## src/rtl/pipeline_stall_controller.sv

```systemverilog
// pipeline_stall_controller
// Central sequencer for the 5-stage pipeline. Merges load-use stalls, taken
// branches, mul/div occupancy and data-memory wait into per-register write
// enables and bubble (flush) controls. Tracks mul/div occupancy with a
// down-counter and keeps a saturating count of PC-hold cycles.
//
// Ports:
//   Clock            in   system clock, rising edge
//   Reset            in   synchronous, active-high reset
//   HazardStall      in   load-use stall: hold PC/IFID, bubble IDEX
//   BranchTaken      in   taken branch/jump in ID: bubble IFID
//   MulDivStart      in   mul/div in EX, not yet started
//   MemBusy          in   data memory not ready, MEM must hold
//   *WriteEnable     out  per-register load enables (combinational)
//   *Flush           out  load a bubble instead of data (combinational)
//   MulDivBusy       out  high while waiting on mul/div
//   MulDivDone       out  one-cycle pulse on the mul/div release cycle
//   StallCycles      out  saturating count of cycles with PCWriteEnable = 0
module pipeline_stall_controller #(
    parameter int unsigned MULDIV_CYCLES = 4,
    parameter int unsigned STALL_CNT_W   = 16
) (
    input  logic                   Clock,
    input  logic                   Reset,
    input  logic                   HazardStall,
    input  logic                   BranchTaken,
    input  logic                   MulDivStart,
    input  logic                   MemBusy,
    output logic                   PCWriteEnable,
    output logic                   IFIDWriteEnable,
    output logic                   IDEXWriteEnable,
    output logic                   EXMEMWriteEnable,
    output logic                   MEMWBWriteEnable,
    output logic                   IFIDFlush,
    output logic                   IDEXFlush,
    output logic                   EXMEMFlush,
    output logic                   MEMWBFlush,
    output logic                   MulDivBusy,
    output logic                   MulDivDone,
    output logic [STALL_CNT_W-1:0] StallCycles
);

    localparam int unsigned COUNT_W = 8;

    typedef enum logic [0:0] {
        RUN         = 1'b0,
        MULDIV_WAIT = 1'b1
    } state_t;

    state_t                 state;
    state_t                 next_state;
    logic [COUNT_W-1:0]     count;
    logic [COUNT_W-1:0]     next_count;
    logic [STALL_CNT_W-1:0] stall_cycles;

    // State, occupancy counter and stall performance counter
    always_ff @(posedge Clock) begin
        if (Reset) begin
            state        <= RUN;
            count        <= '0;
            stall_cycles <= '0;
        end else begin
            state <= next_state;
            count <= next_count;
            if (!PCWriteEnable && !(&stall_cycles)) begin
                stall_cycles <= stall_cycles + STALL_CNT_W'(1);
            end
        end
    end

    // Next-state and pipeline control decode
    always_comb begin
        next_state       = state;
        next_count       = count;
        PCWriteEnable    = 1'b1;
        IFIDWriteEnable  = 1'b1;
        IDEXWriteEnable  = 1'b1;
        EXMEMWriteEnable = 1'b1;
        MEMWBWriteEnable = 1'b1;
        IFIDFlush        = 1'b0;
        IDEXFlush        = 1'b0;
        EXMEMFlush       = 1'b0;
        MEMWBFlush       = 1'b0;
        MulDivDone       = 1'b0;
        MulDivBusy       = 1'b0;

        if (Reset) begin
            // Freeze every register and issue no bubbles while in reset
            PCWriteEnable    = 1'b0;
            IFIDWriteEnable  = 1'b0;
            IDEXWriteEnable  = 1'b0;
            EXMEMWriteEnable = 1'b0;
            MEMWBWriteEnable = 1'b0;
        end else begin
            MulDivBusy = (state == MULDIV_WAIT);
            if (MemBusy) begin
                // MEM holds; everything upstream holds, WB gets a bubble.
                // Count is left untouched so the release slides by one cycle.
                PCWriteEnable    = 1'b0;
                IFIDWriteEnable  = 1'b0;
                IDEXWriteEnable  = 1'b0;
                EXMEMWriteEnable = 1'b0;
                MEMWBFlush       = 1'b1;
            end else begin
                case (state)
                    RUN: begin
                        if (MulDivStart) begin
                            PCWriteEnable   = 1'b0;
                            IFIDWriteEnable = 1'b0;
                            IDEXWriteEnable = 1'b0;
                            EXMEMFlush      = 1'b1;
                            next_count      = COUNT_W'(MULDIV_CYCLES - 2);
                            next_state      = MULDIV_WAIT;
                        end else if (HazardStall) begin
                            PCWriteEnable   = 1'b0;
                            IFIDWriteEnable = 1'b0;
                            IDEXFlush       = 1'b1;
                        end else if (BranchTaken) begin
                            IFIDFlush = 1'b1;
                        end
                    end
                    MULDIV_WAIT: begin
                        if (count != '0) begin
                            PCWriteEnable   = 1'b0;
                            IFIDWriteEnable = 1'b0;
                            IDEXWriteEnable = 1'b0;
                            EXMEMFlush      = 1'b1;
                            next_count      = count - COUNT_W'(1);
                        end else begin
                            // Release: EX result advances; ID requests apply now
                            MulDivDone = 1'b1;
                            next_state = RUN;
                            if (HazardStall) begin
                                PCWriteEnable   = 1'b0;
                                IFIDWriteEnable = 1'b0;
                                IDEXFlush       = 1'b1;
                            end else if (BranchTaken) begin
                                IFIDFlush = 1'b1;
                            end
                        end
                    end
                    default: begin
                        next_state = RUN;
                    end
                endcase
            end
        end
    end

    assign StallCycles = stall_cycles;

endmodule

```

## config.mk

```make
export PLATFORM = sky130hd
export DESIGN_NAME = pipeline_stall_controller
export DESIGN_NICKNAME = d
export VERILOG_FILES = /design/src/rtl/pipeline_stall_controller.sv
export SDC_FILE = /design/constraint.sdc
export NUM_CORES = 1
export LEC_CHECK = 0
export CAP_MARGIN = 10
export CORE_MARGIN = 1
export CORE_UTILIZATION = 25
export CTS_CLUSTER_DIAMETER = 100
export CTS_CLUSTER_SIZE = 8
export DETAILED_ROUTE_END_ITERATION = 8
export PLACE_DENSITY = 0.45
export SLEW_MARGIN = 20
export SYNTH_ARGS = -nofsm -noshare
export SYNTH_HDL_FRONTEND = slang
export SYNTH_SLANG_ARGS = --single-unit
export TNS_END_PERCENT = 50
```

## constraint.sdc

```tcl
create_clock -name Clock -period 5.5 [get_ports Clock]
set_input_delay 0.825 -clock Clock [delete_from_list [all_inputs] [get_ports Clock]]
set_output_delay 0.825 -clock Clock [all_outputs]
set_load 0.05 [all_outputs]
```

==> results.tsv <==
metric	value	unit
status	completed	
syn_avg_cell_area	8.18	um2
r2r_start	state$_SDFFE_PP0N_	
grt.total_usage	12.2	%
firstDrtPassIters	4	
hold_violations	0	
crit_chain	clkdlybuf4s50_1, nor3_2, and2_4, clkdlybuf4s50_1	
antenna_found_initial	0	
grt_pass1_vias	1208	
ys_top_cells_by_area	dfxtp_1, nor2_1, a21oi_1	
drt-initial-drc-count	75	
finalNetCount	212	
ys.flop_type	dfxtp_1	
port_buffers	32	
wl_per_cell	13.0	um
end_kind	output pin	
min_period	3.86	ns
ys_types	42	
async_reset_ff_share	0	%
cp_slowest_cell	clkdlybuf4s50_1	
antenna_left	0	
crit_family	buffers and inverters	
critPathLaunch	MemBusy	
cts_max_level	1	
start_util	26.0	%
post_cts_buffers	0	
remaining_drc_errors	0	
critPathMaxStageDelay	0.81	ns
die_w	77.9	um
hold-worst-slack	0.501	ns
synth.most_common_cell	dfxtp_1	
synth_area	0.00144	mm2
area_delta_synth_final	27.7	%
grt_max_degree	36	
postCtsResizedCells	0	
rsz0062_at_grt	no	
timing.setup.tns	0	ns
vdd_drop_max	0.120	mV
p_leak	0.000604	uW
drt-total-wl	3560	um
powerDensity	210	mW/mm2
ys_warn_count	0	
grt_pass1_wl	5940	um
setup_violations	0	
cp_data_arrival_time	3.04	ns
hpwl	2520	um
synth_edf_count	0	
synth_nets	185	
drv_slew	0	
crit_fanout	10	
seq_area_frac_synth	34.8	%
postCtsHoldBufs	0	
reg2reg_depth	5	
slew_headroom	52.5	%
syn_inst	176	
antenna_cells	0	
core	0.00554	mm2
fin_area	0.00184	mm2
clockRootBuffer	clkbuf_8	
reg2reg_to	StallCycles[3]$_SDFFE_PP0P_	
clock_skew	0.00293	ns
viasPerCell	4.89	
r2r_slack	3.22	ns
cts_tree	yes	
maxCapViolCount	0	
ys_ff_latch	25	
ioPinCount	33	
path_buf_inv	2	
placementRows	27	
worstHoldPathCells	2	
cp_common_cell	clkdlybuf4s50_1	
cts_made_buffers	3	
worstMarginPinSlew	0.705	ns
worstPathRequired	4.68	ns
post-route-period-util	70.3	%
hold_path_end	count[0]$_SDFFE_PP0P_	
nFillCells	626	
die_area	0.00606	mm2
synth_top_area_share	34.8	%
clk_latency	0.27	ns
min_from	count[0]$_SDFFE_PP0P_	
synth_common_cells	dfxtp_1, nor2_1, a21oi_1	
max_freq	259	MHz
path_clk_slew	0.09	ns
start_kind	input pin	
drive_above_1_share	5.94	%
critPathKind	input pin to output pin	
dr_total_vias	1340	
gp_congestion	0.851	
place_area	0.00179	mm2
die_y	77.9	um
cts_buffer_depth	2	
yosysTopAreaCell	dfxtp_1	
grt_overflow	0	
min_path_type	flop to flop	
clock_sinks	25	
-- metal layers --
metal  GRT usage, %  routed length [um]  vias to the layer above
li1               -                   -                      688
met4           3.02                  48                        0
met3           2.59                 104                        4
met2           18.1                1520                       22
met1           17.6                1890                      626
met5              0                   0                        -
-- how the worst max path moves through the flow --
stage               depth (start not counted)  slack, ns            end
CTS                                         4       1.64  PCWriteEnable
detailed placement                          4       1.63  PCWriteEnable
floorplan                                   3       2.36     EXMEMFlush
global route                                4       1.53  PCWriteEnable
global placement                            4       1.70  PCWriteEnable
finish                                      4       1.64  PCWriteEnable
-- registers in the layout, summed over array words and instances, names as in the netlist --
| name | flops |
|---|---|
| StallCycles | 16 |
| count | 8 |
| state | 1 |
-- per-stage QoR --
stage	instances	utilization (%)	setup WS (ns)	total power, uW
after floorplan	176	-	2.36	258
after global placement	270	32.4	1.70	281
after detailed placement	270	32.4	1.63	280
after CTS	274	33.2	1.64	395
after global routing	274	33.2	1.53	407
final	274	33.2	1.64	386
-- worst reg2reg max path, delay by kind of cell (launching register included) --
family,cells,cell delay (ns)
AOI/OAI and AO/OA,2,0.68
DFF,1,0.69
muxes,1,0.33
and+or+nand+nor,2,0.47
-- power breakdown --
part | internal (uW) | switching (uW) | total [uW]
clock | 51.9 | 59.1 | 111
combinational | 28.8 | 50.5 | 79.3
sequential | 186 | 9.50 | 196
total | 267 | 119 | 386
-- final cells by class --
class	instances	area [um2]	area share, %
clock buffers	4	45.0	2.45
inverters	5	18.8	1.02
multi-input cells	135	856	46.6
flip-flops and latches	25	500	27.2
well taps	72	90.1	4.90
repair buffers	33	328	17.8
-- placed cells by master (no fill, tap or decap), types with 6 or more instances in the layout --
master,count
clkdlybuf4s50_1,32
nand2_1,10
nand4_1,6
nor2b_1,8
nor2_1,22
a21oi_1,13
dfxtp_1,25
and3_1,6
nand3_1,9
-- logic make-up (layout without fill, tap and decap cells) --
group           count (synthesis)  in the layout  share of synthesized area, %
flops                          25             25                          34.8
buf+inv                        16             42                          5.74
xor+xnor                        5              5                          3.04
simple gates                   86             86                          33.7
fa+ha+maj                       3              3                          2.61
mux                             5              5                          3.83
compound gates                 36             36                          16.3
Note: power is estimated with default switching activity, not from simulation.
